<file path="src/rtl/pht_update_queue.sv">
// Commit-side queue that buffers resolved branches and drains one PHT update per cycle.
// Optional gshare indexing is enabled by defining PHT_GSHARE_EN.
module pht_update_queue (
  input  logic             clk,
  input  logic             rst,
  input  logic [1:0]       commit_valid,
  input  logic [1:0][31:0] commit_pc,
  input  logic [1:0]       commit_taken,
  output logic             commit_ready,
  output logic             update_en,
  output logic [7:0]       index_up,
  output logic             taken_actual,
  output logic [3:0]       occupancy,
  output logic [7:0]       drop_cnt
);

  localparam int unsigned DEPTH = 8;
  localparam int unsigned PTR_W = 3;
  localparam int unsigned CNT_W = 4;
  localparam int unsigned IDX_W = 8;
  localparam int unsigned DRP_W = 8;

  typedef struct packed {
    logic [IDX_W-1:0] index;
    logic             taken;
  } entry_t;

  entry_t             mem [DEPTH];
  logic [PTR_W-1:0]   head;
  logic [PTR_W-1:0]   tail;
  logic [CNT_W-1:0]   count;
  logic [DRP_W-1:0]   drops;

  logic [IDX_W-1:0]   idx0;
  logic [IDX_W-1:0]   idx1;
  logic [PTR_W-1:0]   wr_ptr1;
  logic [1:0]         n_in;
  logic [1:0]         n_acc;
  logic [CNT_W-1:0]   count_nxt;
  logic [DRP_W:0]     drop_sum;
  logic [DRP_W-1:0]   drops_nxt;
  entry_t             head_e;

  // PC bits outside [9:2] never participate in indexing
  logic unused_pc_bits;
  assign unused_pc_bits = ^{commit_pc[0][31:10], commit_pc[0][1:0],
                            commit_pc[1][31:10], commit_pc[1][1:0]};

`ifdef PHT_GSHARE_EN
  logic [IDX_W-1:0] ghr;
  logic [IDX_W-1:0] ghr_nxt;

  // Lane 1 sees lane 0's outcome already shifted in when both are accepted
  always_comb begin
    idx0    = commit_pc[0][9:2] ^ ghr;
    idx1    = commit_pc[1][9:2] ^ (commit_valid[0] ? {ghr[IDX_W-2:0], commit_taken[0]} : ghr);
    ghr_nxt = ghr;
    if (commit_ready) begin
      case (commit_valid)
        2'b01:   ghr_nxt = {ghr[IDX_W-2:0], commit_taken[0]};
        2'b10:   ghr_nxt = {ghr[IDX_W-2:0], commit_taken[1]};
        2'b11:   ghr_nxt = {ghr[IDX_W-3:0], commit_taken[0], commit_taken[1]};
        default: ghr_nxt = ghr;
      endcase
    end
  end

  always_ff @(posedge clk) begin
    if (rst) ghr <= '0;
    else     ghr <= ghr_nxt;
  end
`else
  always_comb begin
    idx0 = commit_pc[0][9:2];
    idx1 = commit_pc[1][9:2];
  end
`endif

  assign commit_ready = (count <= CNT_W'(DEPTH - 2));
  assign update_en    = (count != '0);
  assign head_e       = mem[head];
  assign index_up     = update_en ? head_e.index : '0;
  assign taken_actual = update_en & head_e.taken;
  assign occupancy    = count;
  assign drop_cnt     = drops;

  // Occupancy and saturating drop accounting
  always_comb begin
    n_in      = 2'({1'b0, commit_valid[0]}) + 2'({1'b0, commit_valid[1]});
    n_acc     = commit_ready ? n_in : 2'd0;
    wr_ptr1   = commit_valid[0] ? tail + PTR_W'(1) : tail;
    count_nxt = count + CNT_W'(n_acc) - CNT_W'(update_en);
    drop_sum  = {1'b0, drops} + (commit_ready ? (DRP_W+1)'(0) : (DRP_W+1)'(n_in));
    drops_nxt = drop_sum[DRP_W] ? '1 : drop_sum[DRP_W-1:0];
  end

  always_ff @(posedge clk) begin
    if (rst) begin
      head  <= '0;
      tail  <= '0;
      count <= '0;
      drops <= '0;
    end else begin
      head  <= head + PTR_W'(update_en);
      tail  <= tail + PTR_W'(n_acc);
      count <= count_nxt;
      drops <= drops_nxt;
    end
  end

  // Storage carries no reset; emptiness is tracked by count alone
  always_ff @(posedge clk) begin
    if (!rst && commit_ready) begin
      if (commit_valid[0]) mem[tail]    <= '{index: idx0, taken: commit_taken[0]};
      if (commit_valid[1]) mem[wr_ptr1] <= '{index: idx1, taken: commit_taken[1]};
    end
  end

endmodule

</file>
<file path="config.mk">
export PLATFORM = sky130hd
export DESIGN_NAME = pht_update_queue
export DESIGN_NICKNAME = d
export VERILOG_FILES = /design/src/rtl/pht_update_queue.sv
export SDC_FILE = /design/constraint.sdc
export NUM_CORES = 1
export LEC_CHECK = 0
export ABC_AREA = 1
export ABC_CLOCK_PERIOD_IN_PS = 2900
export CAP_MARGIN = 15
export CORE_MARGIN = 2
export CORE_UTILIZATION = 54
export DETAILED_ROUTE_END_ITERATION = 8
export GPL_ROUTABILITY_DRIVEN = 0
export PLACE_DENSITY_LB_ADDON = 0.1
export SLEW_MARGIN = 0
export SYNTH_ARGS = -nofsm -noshare
export SYNTH_HDL_FRONTEND = slang
export SYNTH_SLANG_ARGS = --single-unit
</file>
<file path="constraint.sdc">
create_clock -name clk -period 2.9 [get_ports clk]
set_input_delay 0.58 -clock clk [delete_from_list [all_inputs] [get_ports clk]]
set_output_delay 0.58 -clock clk [all_outputs]
set_load 0.005 [all_outputs]
</file>
==> results.toml, run 1 <==
[synthesis]
synth.most_common_cell = "nand2_1"
postSynthCellCount = 670
synth_top_area_share_pct = 40.9
avgSynthCellArea_um2 = 7.90
ys_seq_elements = 90
synth_ff_type = "edfxtp_1"
synth_area_leaders = "edfxtp_1, nand2_1, nand3_1"
ys_types = 31
syn_nets = 757
postSynth.asyncResetShare_pct = 0
yosys.area.top_type = "edfxtp_1"
syn_area_mm2 = 0.00529
synthTopCellsByCount = "nand2_1, nor2_1, nand3_1"
yosysSeqAreaShare_pct = 47.7
synth_edf_count = 72
ys.warnings.count = 0

[placed_design]
portBuffers = 44
hpwl_mm = 9.74
dp_worst_setup_slack_ns = 0.0601

[hold_path]
hold_depth = 2
hp-class = "reg -> reg"
min_from = "drop_cnt[7]"

[sta]
fin_tns_setup_ns = 0
setup_viol = 0
fmax_mhz = 365
worst_pin_slew_ns = 0.654
min_period_over_period_pct = 94.5
hold_viol = 0
final_max_slew_viol_count = 0
layout_min_cycle_time_ns = 2.74
skew_ns = 0.0156
max_slew_margin_pct = 56.4
fin_ws_ns = 0.159
rsz0062_at_grt = "false"

[cells_and_area]
ff_latch_area_mm2 = 0.00252
nNetsFinal = 794
area_growth_pct = 16.6
antenna_cells = 0
fill_cells = 827
drive_gt1_share_pct = 8.57
post-route-util_pct = 64.0
multi_input_area_mm2 = 0.00244

[drt]
wl_met2_mm = 6.41
vias_per_cell = 5.37
drc = 0
ant_nets = 0
wirelength_mm = 13.7
drt-initial-drc-count = 305
wl_met1_mm = 5.81
first_pass_iters = 5
vias = 4539
top_layer = "met4"
wl_per_cell_um = 16.2
wl_met3_mm = 1.13

[pwr]
comb_power_share_pct = 45.2
p_leak_nw = 2.75
totalPowerFinal_mw = 4.93
seq_power_share_pct = 33.9
peakVddDrop_mv = 0.436
net-switching-power_mw = 1.89
power.internal_mw = 3.03
switching_share_pct = 38.4
clock_power_share_pct = 20.8
powerDensity_mw_per_mm2 = 799

[clocking]
clk_latency_ns = 0.37
htree_levels = 3
cts_setup_buffers = 0
tritoncts = "done"
clkTransAtPathRegs_ns = 0.09
cts_hold_buf = 0
cts_buffer_depth = 2
cts-root-buf = "clkbuf_8"
cts.sinks = 90
numCtsBuffers = 9

[critical_path]
crit_chain = "buf_4 -> nor2_1 -> nor2_1 -> o21ai_0 -> nand3_1 -> nand2_1 -> nor2_1 -> clkdlybuf4s50_1"
worstReg2RegStart = "occupancy[3]"
slowest_delay_ns = 0.51
worst_ep_arrival_time_ns = 2.16
setup.worst_path.start_class = "flip-flop"
path_max_fanout = 24
cpMostUsedCell = "nor2_1"
crit_type = "reg -> out"
crit_slowest_cell = "clkdlybuf4s50_1"
crit_required_ns = 2.32
reg2reg_depth = 15
cp-end-kind = "output port"
crit_path_start = "head[0]"

[job]
maxCapViolations = 0

[grt]
grt_usage_pct = 27.4
grt_antenna_before_repair = 0
grt_max_degree = 41
grt_pass1_vias = 4089
overflow = 0
grt_pass1_wl_mm = 21.4

[die]
die_w_um = 103
dieArea_mm2 = 0.0106
core_area_mm2 = 0.00964
start_util_pct = 54.9
rows = 36
io-pin-count = 93
die_h_um = 103

[outcome]
status = "finished, final reports clean"
## timing repair
action,CTS,global route
endpoints found under the setup margin,5,3
gates resized for setup,1,1
pin swaps,0,0
hold endpoints to repair,0,0
## state kept, by name, summed over array words and instances (netlist names)
name / count
occupancy: 4
head: 3
drop_cnt: 8
tail: 3
mem: 72
## metal layers
metal  track usage (%)  vias up
met5                 0        -
met4              11.7        0
met3              3.19       24
met2              43.3      200
met1              38.4     2060
li1                  -     2255
## final timing paths
| kind | slack, ns | to |
|---|---|---|
| worst max-delay path | 0.16 | index_up[7] |
| worst min-delay path | 0.56 | drop_cnt[6] |
| worst max register to register | 0.42 | drop_cnt[5] |
| worst min register to register | 0.56 | drop_cnt[6] |
## cell families (layout without fill, tap and decap cells)
family | after synthesis | after routing | synth area share, %
fa+ha+maj | 17 | 17 | 4.45
compound gates | 51 | 51 | 4.82
buf+inv | 81 | 123 | 6.39
flops | 90 | 90 | 47.7
simple gates | 425 | 425 | 35.3
xor+xnor | 6 | 6 | 1.35
## final cells by class
type / instances / share of cell area, %
clock buffer: 13 / 2.92
clock inverter: 3 / 1.10
inverter: 40 / 2.50
multi-input combinational: 499 / 39.5
sequential: 90 / 40.9
tap: 133 / 2.70
timing repair buffer: 67 / 10.3
## worst max-delay path, delay by kind of cell, from the launching register on
family / cells / cell delay (ns)
AOI/OAI and AO/OA: 1 / 0.14
and+or+nand+nor: 5 / 0.49
buffers and inverters: 2 / 0.80
DFF: 1 / 0.35
## placed cells by master (no fill, tap or decap), drive strengths merged, types with 5 or more instances in the layout
| master | count |
|---|---|
| nand2 | 203 |
| nor2 | 120 |
| nand3 | 98 |
| edfxtp | 72 |
| o21ai | 46 |
| clkdlybuf4s50 | 44 |
| inv | 39 |
| buf | 23 |
| dfxtp | 18 |
| ha | 14 |
| clkbuf | 13 |
| a21oi | 5 |
## power groups by stage
stage / Sequential (mW) / Combinational [mW] / Clock, mW
2_1_floorplan: 1.66 / 1.40 / 0
3_3_place_gp: 1.69 / 2.16 / 0
3_5_place_dp: 1.70 / 2.22 / 0
4_1_cts: 1.67 / 2.23 / 1.03
5_1_grt: 1.69 / 2.52 / 1.08
6_report: 1.67 / 2.23 / 1.03
## per-stage QoR
| step | instances | instance area (µm²) | hold slack, ns |
|---|---|---|---|
| after global routing | 845 | 6170 | 0.578 |
| after floorplan | 670 | 5290 | 0.519 |
| final | 845 | 6170 | 0.555 |
| after detailed placement | 829 | 5920 | 0.545 |
| after global placement | 829 | 5920 | 0.528 |
| after CTS | 845 | 6160 | 0.560 |
(Power assumes the default switching activity.)
==> run 2, diff against run 1 <==
- GPL_TIMING_DRIVEN: unset -> 0
==> run 2 against run 1 <==
Against the previous run: routed wire length increased by 4.3%; sequential share of layout area increased by 1.1 points; critical endpoint is now index_up[2]; count of clock-buffer cells in the layout decreased by 3; clock skew increased by 0.0061 ns; critical path depth unchanged.
==> results.toml, run 2 (synthesis gave the netlist of run 1 again) <==
[cells_and_area]
stdcell_count = 849
post-route-util_pct = 62.3
antenna_cells = 0
drive_gt1_share_pct = 10.2
final_cell_area_mm2 = 0.00601
final_common_cell = "nand2_1"
nNetsFinal = 798
largest_reg_flops = 72
largest-register = "mem"
layout_common_cells = "nand2_1, nor2_1, nand3_1, edfxtp_1, inv_1"
fill_cells = 855
area_growth_pct = 13.5

[placed_design]
dp_cells = 831
portBuffers = 26
hpwl_mm = 10.4
placed_area_mm2 = 0.00573

[pwr]
p_leak_nw = 2.70
seq_power_share_pct = 33.9
power.internal_mw = 2.85
powerDensity_mw_per_mm2 = 813
clock_power_share_pct = 18.2
comb_power_share_pct = 47.9
totalPowerFinal_mw = 4.88
net-switching-power_mw = 2.03
switching_share_pct = 41.6
peakVddDrop_mv = 0.469

[sta]
hold_viol = 0
final_max_slew_viol_count = 0
fmax_mhz = 345
min_period_over_period_pct = 99.9
max_slew_margin_pct = 38.3
skew_ns = 0.0218
worst_pin_slew_ns = 0.920
rsz0062_at_grt = "false"
fin_tns_setup_ns = 0
setup_viol = 0
layout_min_cycle_time_ns = 2.90

[die]
rows = 36
core_area_mm2 = 0.00964
dieArea_mm2 = 0.0106
die_h_um = 103
start_util_pct = 54.9
die_w_um = 103
io-pin-count = 93

[critical_path]
cp-end-kind = "output port"
worstReg2RegStart = "tail[0]"
reg2reg_depth = 9
crit_type = "reg -> out"
r2r_slack_ns = 0.17
crit_required_ns = 2.32
path_max_fanout = 10
worst_ep_arrival_time_ns = 2.32
rr_endpoint = "mem[4][0]"
setup.worst_path.start_class = "flip-flop"

[clocking]
tritoncts = "done"
cts_buffer_depth = 2
cts_hold_buf = 0
numCtsBuffers = 9
cts_setup_buffers = 0
cts.sinks = 90
htree_levels = 3
clkTransAtPathRegs_ns = 0.11
postCtsResizedCells = 25
cts-root-buf = "clkbuf_8"
clk_latency_ns = 0.39

[drt]
ant_nets = 0
vias = 4681
drt-initial-drc-count = 364
drc = 0
wl_per_cell_um = 16.9
vias_per_cell = 5.51
wirelength_mm = 14.3
first_pass_iters = 5

[hold_path]
min_from = "drop_cnt[7]"
hp-class = "reg -> reg"
hold_depth = 3
hold_end = "drop_cnt[7]"

[grt]
grt_max_degree = 18
grt_usage_pct = 28.3
grt_antenna_before_repair = 0
grt_pass1_wl_mm = 22.0
grt_pass1_vias = 4114
overflow = 0

[job]
maxCapViolations = 0

[outcome]
status = "finished, final reports clean"
run 2: cell count changes in the layout (fill, tap and decap cells not counted), moves of 3 or more:
cell	previous run	this run
clkdlybuf4s50_1	44	26
buf_4	21	6
o21ai_0	42	26
clkbuf_1	1	14
buf_6	0	3
o21ai_1	4	17
clkbuf_4	0	3
buf_2	0	16
run 2: per-layer routing:
layer,part of all wire (%),vias to the layer above,wire (µm),GRT usage (%)
li1,-,2266,-,-
met1,41,2121,5820,39.4
met2,46,256,6550,43.0
met3,10,38,1430,5.76
met4,3.6,0,520,12.6
met5,0,-,0,0
run 2: cell type report:
cell class | instances | area, µm² | area share (%)
clock buffers | 10 | 149 | 2.48
repair buffers | 30 | 283 | 4.71
well taps | 133 | 166 | 2.77
multi-input cells | 499 | 2450 | 40.8
plain buffers | 41 | 224 | 3.73
clock inverters | 6 | 53.8 | 0.896
inverters | 40 | 155 | 2.58
flip-flops and latches | 90 | 2520 | 42.0
run 2: power groups by stage:
stage	combinational (mW)	sequential, mW	clock [mW]
4_1_cts	2.26	1.65	0.880
2_1_floorplan	1.40	1.66	0
3_5_place_dp	2.20	1.68	0
3_3_place_gp	2.15	1.68	0
6_report	2.34	1.66	0.888
5_1_grt	2.63	1.67	0.924
run 2: metrics by stage:
| step | hold WS, ns | worst slack [ns] |
|---|---|---|
| 2_1_floorplan | 0.519 | 0.608 |
| 3_3_place_gp | 0.531 | -0.274 |
| 3_5_place_dp | 0.539 | -0.192 |
| 4_1_cts | 0.563 | 0.0319 |
| 5_1_grt | 0.587 | 0.00412 |
| 6_report | 0.572 | 0.00357 |
run 2: worst max-delay path by stage:
stage,startpoint,end
floorplan,tail[0],mem[0][0]
global placement,commit_valid[0],mem[4][5]
detailed placement,commit_valid[0],mem[4][3]
CTS,head[1],index_up[3]
global route,tail[0],mem[4][0]
finish,head[0],index_up[2]
run 2: critical path, stage by stage (launching register included):
cell,delay [ns]
dfxtp_1,0.34
buf_4,0.19
inv_2,0.11
buf_4,0.20
o21ai_1,0.33
nand3_1,0.18
nand2_1,0.09
nor2_1,0.05
clkdlybuf4s50_1,0.43
